<file path="src/rtl/sram_arbiter_if.sv">
// sram_arbiter_if: CPU, video and SRAM signal bundle around the arbiter.
interface sram_arbiter_if;
    logic [18:0] cpu_addr;
    logic        cpu_oe_n;
    logic        cpu_we_n;
    logic [7:0]  cpu_din;
    logic [7:0]  cpu_dout;
    logic        cpu_wait_n;
    logic        vid_req;
    logic        vid_page;
    logic [13:0] vid_addr;
    logic        vid_ack;
    logic [7:0]  vid_data;
    logic [18:0] sram_addr;
    logic [7:0]  sram_dq_o;
    logic        sram_dq_oe;
    logic [7:0]  sram_dq_i;
    logic        sram_we_n;
    modport slave (
        input  cpu_addr, cpu_oe_n, cpu_we_n, cpu_din, vid_req, vid_page, vid_addr, sram_dq_i,
        output cpu_dout, cpu_wait_n, vid_ack, vid_data, sram_addr, sram_dq_o, sram_dq_oe, sram_we_n
    );
    modport master (
        output cpu_addr, cpu_oe_n, cpu_we_n, cpu_din, vid_req, vid_page, vid_addr, sram_dq_i,
        input  cpu_dout, cpu_wait_n, vid_ack, vid_data, sram_addr, sram_dq_o, sram_dq_oe, sram_we_n
    );
endinterface

</file>
<file path="src/rtl/sram_arbiter.sv">
// sram_arbiter: shares one async SRAM between CPU accesses and video fetches with alternating priority.
// Define CPU_WAIT_EN to drive cpu_wait_n low while a CPU access is pending; otherwise it is tied high.
module sram_arbiter (
    input logic clk,
    input logic rst,
    sram_arbiter_if.slave bus
);
    typedef enum logic [2:0] {IDLE, VID_RD, CPU_RD, WR_SETUP, WR_PULSE, WR_HOLD} state_t;
    state_t state, state_nx;
    logic oe_q, cpu_pend, is_write, last_vid, cnt, cpu_edge, cpu_done;
    logic [18:0] addr_q;
    logic [7:0] din_q;
    assign cpu_edge = oe_q && !bus.cpu_oe_n;
    assign cpu_done = (state == CPU_RD && cnt) || state == WR_HOLD;
    always_ff @(posedge clk) begin
        if (rst) begin
            state        <= IDLE;
            oe_q         <= 1'b1;
            cpu_pend     <= 1'b0;
            is_write     <= 1'b0;
            last_vid     <= 1'b0;
            cnt          <= 1'b0;
            addr_q       <= '0;
            din_q        <= '0;
            bus.cpu_dout <= 8'h00;
            bus.vid_data <= 8'h00;
            bus.vid_ack  <= 1'b0;
        end else begin
            state       <= state_nx;
            oe_q        <= bus.cpu_oe_n;
            cnt         <= (state == VID_RD || state == CPU_RD || state == WR_PULSE) && !cnt;
            bus.vid_ack <= state == VID_RD && cnt;
            if (state == VID_RD && cnt)
                bus.vid_data <= bus.sram_dq_i;
            if (state == CPU_RD && cnt)
                bus.cpu_dout <= bus.sram_dq_i;
            if (state == IDLE && state_nx != IDLE)
                last_vid <= state_nx == VID_RD;
            // an edge arriving while an access is outstanding is dropped, never queued
            if (cpu_edge && !cpu_pend) begin
                cpu_pend <= 1'b1;
                addr_q   <= bus.cpu_addr;
                din_q    <= bus.cpu_din;
                is_write <= !bus.cpu_we_n;
            end else if (cpu_done) begin
                cpu_pend <= 1'b0;
            end
        end
    end
    always_comb begin
        state_nx = state;
        case (state)
            IDLE:     state_nx = bus.vid_req && (!last_vid || !cpu_pend) ? VID_RD :
                                 !cpu_pend ? IDLE : is_write ? WR_SETUP : CPU_RD;
            VID_RD,
            CPU_RD:   state_nx = cnt ? IDLE : state;
            WR_SETUP: state_nx = WR_PULSE;
            WR_PULSE: state_nx = cnt ? WR_HOLD : WR_PULSE;
            default:  state_nx = IDLE;
        endcase
        bus.sram_addr  = state == VID_RD ? {2'b00, bus.vid_page ? 3'b111 : 3'b101, bus.vid_addr} :
                         state == IDLE ? 19'd0 : addr_q;
        bus.sram_dq_o  = din_q;
        bus.sram_dq_oe = state == WR_SETUP || state == WR_PULSE || state == WR_HOLD;
        bus.sram_we_n  = state != WR_PULSE;
`ifdef CPU_WAIT_EN
        bus.cpu_wait_n = !cpu_pend;
`else
        bus.cpu_wait_n = 1'b1;
`endif
    end
endmodule

</file>
<file path="src/flat_wrapper.sv">
// flat-port wrapper written by rule: the top's interface ports become plain ports
module sram_arbiter_flat 
  (clk, rst, bus_cpu_addr, bus_cpu_oe_n, bus_cpu_we_n, bus_cpu_din, bus_vid_req, bus_vid_page, bus_vid_addr, bus_sram_dq_i, bus_cpu_dout, bus_cpu_wait_n, bus_vid_ack, bus_vid_data, bus_sram_addr, bus_sram_dq_o, bus_sram_dq_oe, bus_sram_we_n);
  sram_arbiter_if bus_i ();
  input logic clk;
  input logic rst;
  input wire logic [$bits(bus_i.cpu_addr)-1:0] bus_cpu_addr;
  input wire logic [$bits(bus_i.cpu_oe_n)-1:0] bus_cpu_oe_n;
  input wire logic [$bits(bus_i.cpu_we_n)-1:0] bus_cpu_we_n;
  input wire logic [$bits(bus_i.cpu_din)-1:0] bus_cpu_din;
  input wire logic [$bits(bus_i.vid_req)-1:0] bus_vid_req;
  input wire logic [$bits(bus_i.vid_page)-1:0] bus_vid_page;
  input wire logic [$bits(bus_i.vid_addr)-1:0] bus_vid_addr;
  input wire logic [$bits(bus_i.sram_dq_i)-1:0] bus_sram_dq_i;
  output wire logic [$bits(bus_i.cpu_dout)-1:0] bus_cpu_dout;
  output wire logic [$bits(bus_i.cpu_wait_n)-1:0] bus_cpu_wait_n;
  output wire logic [$bits(bus_i.vid_ack)-1:0] bus_vid_ack;
  output wire logic [$bits(bus_i.vid_data)-1:0] bus_vid_data;
  output wire logic [$bits(bus_i.sram_addr)-1:0] bus_sram_addr;
  output wire logic [$bits(bus_i.sram_dq_o)-1:0] bus_sram_dq_o;
  output wire logic [$bits(bus_i.sram_dq_oe)-1:0] bus_sram_dq_oe;
  output wire logic [$bits(bus_i.sram_we_n)-1:0] bus_sram_we_n;
  assign bus_i.cpu_addr = bus_cpu_addr;
  assign bus_i.cpu_oe_n = bus_cpu_oe_n;
  assign bus_i.cpu_we_n = bus_cpu_we_n;
  assign bus_i.cpu_din = bus_cpu_din;
  assign bus_i.vid_req = bus_vid_req;
  assign bus_i.vid_page = bus_vid_page;
  assign bus_i.vid_addr = bus_vid_addr;
  assign bus_i.sram_dq_i = bus_sram_dq_i;
  assign bus_cpu_dout = bus_i.cpu_dout;
  assign bus_cpu_wait_n = bus_i.cpu_wait_n;
  assign bus_vid_ack = bus_i.vid_ack;
  assign bus_vid_data = bus_i.vid_data;
  assign bus_sram_addr = bus_i.sram_addr;
  assign bus_sram_dq_o = bus_i.sram_dq_o;
  assign bus_sram_dq_oe = bus_i.sram_dq_oe;
  assign bus_sram_we_n = bus_i.sram_we_n;
  sram_arbiter u_core (.clk(clk), .rst(rst), .bus(bus_i));
endmodule
</file>
<file path="config.mk">
export PLATFORM = sky130hd
export DESIGN_NAME = sram_arbiter_flat
export DESIGN_NICKNAME = d
export VERILOG_FILES = /design/src/rtl/sram_arbiter_if.sv /design/src/rtl/sram_arbiter.sv /design/src/flat_wrapper.sv
export SDC_FILE = /design/constraint.sdc
export NUM_CORES = 1
export LEC_CHECK = 0
export BUFFER_PORTS_ARGS = -buffer_cell sky130_fd_sc_hd__clkbuf_2
export CORE_MARGIN = 2
export CORE_UTILIZATION = 45
export CTS_BUF_LIST = sky130_fd_sc_hd__clkbuf_4
export DETAILED_ROUTE_END_ITERATION = 8
export GPL_TIMING_DRIVEN = 1
export PLACE_DENSITY = 0.77
export SETUP_SLACK_MARGIN = 0.5
export SLEW_MARGIN = 20
export SYNTH_ARGS = -nofsm -noshare
export SYNTH_HDL_FRONTEND = slang
export SYNTH_SLANG_ARGS = --single-unit
export TNS_END_PERCENT = 20
</file>
<file path="constraint.sdc">
create_clock -name clk -period 4.1 [get_ports clk]
set_clock_uncertainty 0.2 [all_clocks]
set_input_delay 0 -clock clk [delete_from_list [all_inputs] [get_ports clk]]
set_output_delay 0 -clock clk [all_outputs]
set_load 0.02 [all_outputs]
</file>
# Yosys cells after proc, flatten, opt, wreduce, memory -nomap -nowiden
# Index checks and enable logic that the tools add are counted.
# op_classes
n_eq_ne	7
multipliers	0
reduce_logical	22
add_sub_neg	0
magnitude_cmp	0
muxes	11
bitwise	0
shift	0
n_div	0
# op_table
op	count
$mux 19	2
$pmux 3 s4	1
$mux 3	3
$logic_and 1x1->1	7
$eq 3x1->1 const B	2
$eq 3x2->1 const B	2
$eq 3x3->1 const B	2
$logic_or 1x1->1	6
$logic_not 1->1	5
$mux 1	4
$logic_not 3->1	1
$ne 3x3->1 const B	1
$reduce_bool 3->1	1
$mux 2	1
$reduce_bool 2->1	1
$reduce_or 2->1	1
# word_totals
in_bits	55
ff_bits	52
romBits	0
n_memories	0
output_inout_bits	47
latch_bits	0
ram_bits	0
word_cells	51

# Longest topological paths before layout
# Gate-level depths: netlist of the first run.
# logic_depth
word_depth	7
depth_mapped	6

# Least setup slack after synthesis of the first run
# No wires, ideal clock.
# synth_timing
path_type	register to output
start	reg u_core.state[1]
end	out bus_sram_addr[10]
slack_ps	2490
n_path_buf	2
path_stages_with_launch	5
required_time_ps	3900
t_arrival_ps	1410
path_cell_list	dfxtp_1 or2_2 clkbuf_1 clkbuf_1 o21ai_0
# synth_between
elab_chain_len	3
elab_cells_between_ends	4
classes_between	eq/ne: 1; mux: 2; reduce/logical: 1
# synth_rtl
element	line_no	text
from (decl)	sram_arbiter.sv:9	state_t state, state_nx;
from (signal assigned)	sram_arbiter.sv:29	state <= state_nx;
$logic_not 3->1	sram_arbiter.sv:62	state == IDLE ? 19'd0 : addr_q;
$mux 19	sram_arbiter.sv:62	
$mux 19 *	sram_arbiter.sv:61	bus.sram_addr = state == VID_RD ? {2'b00, bus.vid_page ? 3'b111 : 3'b101, bus.vid_addr} :
to (decl)	flat_wrapper.sv:19	output wire logic [$bits(bus_i.sram_addr)-1:0] bus_sram_addr;
# Mark *: on every way between the ends. The rest lies on a longest branch, timed or not.

# Worst setup path in the final report of the first run
# layout_timing
start	reg u_core.cpu_pend
end	reg u_core.din_q[6], in the netlist u_core.bus.sram_dq_o[6]
# layout_between
elab_chain_len	2
# layout_rtl
element	line_no	text
from (decl)	sram_arbiter.sv:10	logic oe_q, cpu_pend, is_write, last_vid, cnt, cpu_edge, cpu_done;
from (signal assigned)	sram_arbiter.sv:19	cpu_pend <= 1'b0;
from (signal assigned)	sram_arbiter.sv:41	cpu_pend <= 1'b1;
from (signal assigned)	sram_arbiter.sv:46	cpu_pend <= 1'b0;
$logic_not 1->1	sram_arbiter.sv:40	if (cpu_edge && !cpu_pend) begin
$logic_and 1x1->1	sram_arbiter.sv:40	
to (signal assigned)	sram_arbiter.sv:43	din_q <= bus.cpu_din;
to (decl)	sram_arbiter.sv:12	logic [7:0] din_q;
# Every way passes these cells.
# A chain may end at the register's enable or synchronous reset.

==> qor.csv, run 1 <==
stage;metric;value;unit
layout;most frequent cells in the layout;nand2_1 (122), clkbuf_2 (100), dlygate4sd3_1 (66), dfxtp_1 (52), a21oi_1 (45);
timing;Highest Clock Rate;393;MHz
die;Row Count;25;
die;die area;5480;sq um
synthesis;syn nets;352;
run_status;status;complete, no violations;
synthesis;Mapped Avg Cell Area;7.43;sq um
timing;max_slew headroom;28.3;%
clock_tree;Clock Latency Late Sink;0.36;ns
timing;final-report max-slew violation count;0;
timing;WHS;0.134;ns
layout;Final Net Count;498;
worst_setup_path;WP buf/inv;1;
worst_setup_path;CP endpoint kind;flop;
layout;final core utilization;71.3;%
global_route;largest net degree at the start of global routing;54;
worst_setup_path;slowest CP cell;nor3b_4;
timing;RSZ-0062 raised after global routing;false;
detailed_routing;vias per cell;4.92;
timing;fin crit share;62.0;%
worst_setup_path;cells along the critical path;nor3b_4 -> nand2_1 -> dlygate4sd3_1 -> a21oi_1;
timing;Tmin final;2.54;ns
power;pwr/cell area;313;nW/um^2
synthesis;number of library cell types mapped by synthesis;34;
global_route;total grt overflow;0;
placement;placed wire-length estimate;3.55;mm
placement;port buffer count;100;
global_route;initial antenna violation count;0;
detailed_routing;wire length per cell;12.3;microns
timing;worst-margin pin slew;1.07;ns
clock_tree;CTS H-tree lvls;2;
clock_tree;Clock Path Buffers;2;
layout;commonest non-fill, non-tap cell in the layout;nand2_1;
clock_tree;Post-CTS Setup Bufs;0;
power;Worst VDD drop;0.171;mV
synthesis;Syn. warnings;0;
worst_setup_path;critical path class;flop to flop;
layout;Ant. Diodes;0;
global_route;first-pass GRT wire length;9.69;mm
synthesis;sequential share of the synthesized area;47.2;%
layout;share of cells above drive strength 1;25.5;%
worst_hold_path;hold crit path type;primary input to output pin;
synthesis;Netlist Area Pre-Place;2210;sq um
layout;area delta synth->final;52.6;%
timing;Final Hold Vio Count;0;
global_route;vias in the first global route;2285;
clock_tree;clock-pin slew on the worst setup and hold paths;0.14;ns
detailed_routing;final wirelength;6.28;mm
synthesis;FF+latch count, synth;52;
worst_setup_path;Worst EP required;4.18;ns
clock_tree;CTS tree;done;
detailed_routing;Vias;2508;
worst_setup_path;CP peak stage delay;0.92;ns
worst_setup_path;CP Launch Type;flop;
worst_setup_path;crit-path leading delay family;simple AND/OR/NAND/NOR gates;
detailed_routing;antenna-violating nets left;0;
power;Leakage;1.39;nW
timing;Setup Total Neg Slack;0;ns
die;Starting Density;46.7;%
detailed_routing;DRT Pass-1 Iters;4;
detailed_routing;DRT iter0 DRCs;165;
clock_tree;Root Buffer;clkbuf_4;
clock_tree;post-CTS resize count;0;
die;Die Wd;74.0;microns
die;Floorplan Core Area;4720;sq um
timing;# setup viols final;0;
clock_tree;TritonCTS Buffers;5;
flow_run;Max Cap Viol;0;
worst_setup_path;Crit Path Max Fanout;29;
clock_tree;# clock sinks;52;
detailed_routing;drt drc;0;
synthesis;Synth Instances;297;
clock_tree;Hold Buf Count CTS;66;
placement;gpl congestion;0.736;
die;chip height;74.0;microns
global_route;GRT Overall Usage;22.5;%
die;# IOs;102;
worst_setup_path;Critical Path AT;2.62;ns
power breakdown:
part           internal [mW]  switching [mW]  total, mW
Sequential             0.534          0.0356      0.569
Clock                 0.0702           0.150      0.220
Combinational          0.123           0.141      0.264
Total                  0.727           0.326       1.05
cell families (layout without fill, tap and decap cells):
family                 Yosys count  after routing  synth area share (%)
buffers and inverters           29            175                  7.26
XOR/XNOR                         1              1                 0.397
AND/OR/NAND/NOR                145            145                  28.3
flip-flops                      52             52                  47.2
AO/OA/AOI/OAI                   69             69                  16.7
other                            1              1                 0.170
sequential cells by signal, summed over array words and instances (netlist names):
| signal | count |
|---|---|
| u_core.last_vid | 1 |
| u_core.bus.sram_dq_o | 8 |
| u_core.bus.vid_data | 8 |
| u_core.oe_q | 1 |
| u_core.cpu_pend | 1 |
| u_core.addr_q | 19 |
| u_core.state | 3 |
| u_core.bus.cpu_dout | 8 |
| u_core.cnt | 1 |
| u_core.is_write | 1 |
| u_core.bus.vid_ack | 1 |
path summary, 6_finish.rpt:
| check | startpoint | depth (start not counted) | slack, ns | end |
|---|---|---|---|---|
| worst max-delay path | u_core.cpu_pend | 4 | 1.56 | u_core.bus.sram_dq_o[6] |
| worst min-delay path | bus_vid_addr[7] | 4 | 0.13 | bus_sram_addr[7] |
| worst max register to register | u_core.cpu_pend | 4 | 1.56 | u_core.bus.sram_dq_o[6] |
| worst min register to register | u_core.addr_q[17] | 2 | 0.26 | u_core.addr_q[17] |
per-stage QoR:
stage / cell area (sq um) / cells / power, mW / worst slack, ns
after floorplan: 2210 / 297 / 0.720 / 2.49
after global placement: 2640 / 437 / 0.783 / 1.73
after detailed placement: 2650 / 437 / 0.787 / 1.63
after CTS: 3360 / 510 / 1.05 / 1.60
after global routing: 3370 / 510 / 1.11 / 1.39
final: 3370 / 510 / 1.05 / 1.56
per-layer routing:
metal | share of wire, % | global-route usage, % | up-vias
met1 | 42 | 25.7 | 1143
met3 | 5.8 | 4.20 | 11
met2 | 50 | 41.3 | 89
met5 | 0 | 0 | -
li1 | - | - | 1265
met4 | 1.8 | 9.09 | 0
final cells by class:
| type | count | area [sq um] |
|---|---|---|
| Fill cell | 362 | 1360 |
| Timing Repair Buffer | 166 | 1160 |
| Sequential cell | 52 | 1040 |
| Multi-Input combinational cell | 216 | 1020 |
| Tap cell | 67 | 83.8 |
| Clock buffer | 6 | 45.0 |
| Inverter | 2 | 7.51 |
| Clock inverter | 1 | 5.00 |
Yosys cell counts (all sizes together):
library cell / count / area share, %
nand4bb: 2 / 1.0
o22ai: 1 / 0.28
nor2: 2 / 0.34
nand3b: 1 / 0.34
and2: 2 / 0.57
or3b: 1 / 0.40
a31oi: 1 / 0.28
nor2b: 1 / 0.28
xor2: 1 / 0.40
o21ai: 16 / 3.6
nor3b: 1 / 0.57
nor4: 1 / 0.28
nor3: 1 / 0.23
nand2b: 1 / 0.28
or4: 1 / 0.34
a311oi: 1 / 0.40
buf: 16 / 5.0
conb: 1 / 0.17
or2: 2 / 0.57
nor4bb: 2 / 0.91
dfxtp: 52 / 47
clkbuf: 11 / 1.9
or3: 1 / 0.28
nand3: 3 / 0.68
a221oi: 2 / 0.79
a21oi: 46 / 11
a211oi: 2 / 0.68
inv: 2 / 0.34
nand2: 122 / 21
or4b: 1 / 0.45
tightest hold or removal path: stages:
cell,delay [ns]
clkbuf_2,0.08
nand2_1,0.05
o21ai_0,0.06
clkbuf_2,0.15
Note: power is estimated with default switching activity, not from simulation.
==> run 2, diff against run 1 <==
--- a/config.mk
+++ b/config.mk
@@ -7,7 +7,7 @@
 export LEC_CHECK = 0
 export BUFFER_PORTS_ARGS = -buffer_cell sky130_fd_sc_hd__clkbuf_2
 export CORE_MARGIN = 2
-export CORE_UTILIZATION = 45
+export CORE_UTILIZATION = 43
 export CTS_BUF_LIST = sky130_fd_sc_hd__clkbuf_4
 export DETAILED_ROUTE_END_ITERATION = 8
 export GPL_TIMING_DRIVEN = 1
==> constraint.sdc (replaced) <==
create_clock -name clk -period 2.25 [get_ports clk]
set_clock_uncertainty 0.2 [all_clocks]
set_input_delay 0 -clock clk [delete_from_list [all_inputs] [get_ports clk]]
set_output_delay 0 -clock clk [all_outputs]
set_load 0.02 [all_outputs]
==> run 2 against run 1 <==
Critical path depth is 1 lower. Die area is 4.4% higher. Clock power is 89% higher. Final cell count is 2.4% lower. Non-clock buffer count is 17 lower. Via count is 6.2% lower. Routed wire length is 8.1% lower. Combinational power is 80% higher. Power is 82% higher. Largest power group unchanged.
==> qor.csv, run 2 (synthesis gave the netlist of run 1 again) <==
stage;metric;value;unit
run_status;status;complete, no violations;
timing;Setup Total Neg Slack;0;ns
placement;Cell Area, Placed;2710;sq um
global_route;initial antenna violation count;0;
placement;port buffer count;100;
timing;Final Hold Vio Count;0;
clock_tree;TritonCTS Buffers;5;
clock_tree;Root Buffer;clkbuf_4;
worst_setup_path;CP Launch Type;flop;
die;die area;5720;sq um
clock_tree;clock-pin slew on the worst setup and hold paths;0.14;ns
power;Worst VDD drop;0.341;mV
detailed_routing;antenna-violating nets left;0;
global_route;total grt overflow;0;
timing;fin crit share;76.6;%
worst_setup_path;cells along the critical path;or2_4 -> o21ai_0 -> clkbuf_2;
layout;area delta synth->final;44.7;%
power;part of the power in the clock network;21.7;%
global_route;largest net degree at the start of global routing;30;
layout;final core utilization;63.3;%
clock_tree;CTS H-tree lvls;2;
layout;Final Cell Area;3190;sq um
worst_setup_path;critical path class;flop to output pin;
placement;placed wire-length estimate;3.63;mm
layout;most frequent cells in the layout;nand2_1 (122), clkbuf_2 (99), dfxtp_1 (49), a21oi_1 (45), dlygate4sd3_1 (39);
global_route;GRT Overall Usage;20.6;%
layout;share of cells above drive strength 1;29.2;%
timing;Highest Clock Rate;580;MHz
power;Leakage;1.39;nW
global_route;first-pass GRT wire length;9.14;mm
power;Flop pwr share;53.4;%
detailed_routing;DRT Pass-1 Iters;4;
worst_setup_path;Critical Path AT;1.52;ns
timing;worst setup margin;0.526;ns
detailed_routing;Vias;2353;
layout;Largest register FFs;19;
timing;# setup viols final;0;
power;Int Pwr;1.33;mW
power;Logic pwr share;24.9;%
placement;dpl ws;0.567;ns
die;chip height;75.6;microns
detailed_routing;wire length per cell;11.6;microns
worst_setup_path;Crit Path Max Fanout;17;
die;Row Count;26;
power;net switching power;0.585;mW
timing;RSZ-0062 raised after global routing;true;
timing;Tmin final;1.72;ns
worst_setup_path;CP peak stage delay;0.41;ns
detailed_routing;vias per cell;4.72;
detailed_routing;drt drc;0;
power;pwr/cell area;599;nW/um^2
die;Starting Density;43.7;%
layout;Ant. Diodes;0;
timing;WHS;0.128;ns
layout;commonest non-fill, non-tap cell in the layout;nand2_1;
worst_setup_path;CP endpoint kind;output pin;
worst_setup_path;Worst EP required;2.05;ns
clock_tree;CTS tree;done;
worst_setup_path;slowest CP cell;dfxtp_4;
detailed_routing;final wirelength;5.78;mm
power;Sw Share;30.6;%
worst_hold_path;hold crit path type;primary input to output pin;
layout;Biggest register;u_core.addr_q;
die;Die Wd;75.6;microns
timing;final-report max-slew violation count;0;
die;# IOs;102;
die;Floorplan Core Area;5040;sq um
global_route;vias in the first global route;2173;
clock_tree;Clock Latency Late Sink;0.36;ns
clock_tree;Clock Path Buffers;2;
detailed_routing;DRT iter0 DRCs;47;
flow_run;Max Cap Viol;0;
clock_tree;# clock sinks;52;
layout;Final Net Count;482;
placement;gpl congestion;0.812;
-- run 2: cell types whose count changed in the layout (fill, tap and decap cells not counted), moves of 2 or more --
cell / previous run / this run
buf_4: 0 / 10
dfxtp_4: 0 / 3
nor4bb_2: 2 / 0
o21ai_0: 16 / 14
or2_4: 0 / 2
nor4bb_1: 0 / 2
dlygate4sd3_1: 66 / 39
dfxtp_1: 52 / 49
o21ai_1: 0 / 2
-- run 2: path summary, 6_finish.rpt --
check / from / endpoint / slack, ns / cells past startpoint
worst max-delay path: u_core.state[2] / bus_sram_addr[10] / 0.53 / 3
worst min-delay path: bus_vid_addr[4] / bus_sram_addr[4] / 0.13 / 4
worst max register to register: u_core.state[1] / u_core.bus.vid_data[4] / 0.64 / 5
worst min register to register: u_core.addr_q[18] / u_core.addr_q[18] / 0.26 / 2
-- run 2: per-layer routing --
layer  global-route usage [%]  up-vias  wire length, microns
met1                     24.7     1055                  2430
met4                     5.26        0                    38
met5                        0        -                     0
met3                     5.03        4                   296
met2                     36.8       67                  3010
li1                         -     1227                     -
-- run 2: stage by stage --
stage	power (mW)	cells
after detailed placement	1.45	448
after CTS	1.93	496
after floorplan	1.31	297
final	1.91	498
after global placement	1.44	448
after global routing	2.02	498
-- run 2: area by class of cell --
type                    count  area, sq um
clock buffers               7         52.6
clock inverters             1         3.75
fillers                   463         1850
inverters                   2         7.51
multi-input cells         217         1020
flip-flops and latches     52         1050
well taps                  70         87.6
repair buffers            149          966
-- run 2: power by group through the flow --
stage | clock, mW | combinational (mW) | sequential (mW)
floorplan | 0 | 0.276 | 1.04
global placement | 0 | 0.401 | 1.04
detailed placement | 0 | 0.409 | 1.04
CTS | 0.436 | 0.469 | 1.02
global route | 0.459 | 0.535 | 1.03
finish | 0.415 | 0.476 | 1.02
-- run 2: timing repair --
item | CTS | global route
endpoints found under the setup margin | 20 | 19
gates cloned | 1 | 0
hold buffers | 39 | 0
buffers inserted | 0 | 2
hold endpoints to repair | 49 | 0
pin swaps | 1 | 0
gates resized for setup | 5 | 6
-- run 2: worst max-delay path, delay by kind of cell (launching register included) --
family / cells / cell delay (ns)
simple gates: 1 / 0.33
compound gates: 1 / 0.22
buf+inv: 1 / 0.21
flops: 1 / 0.41
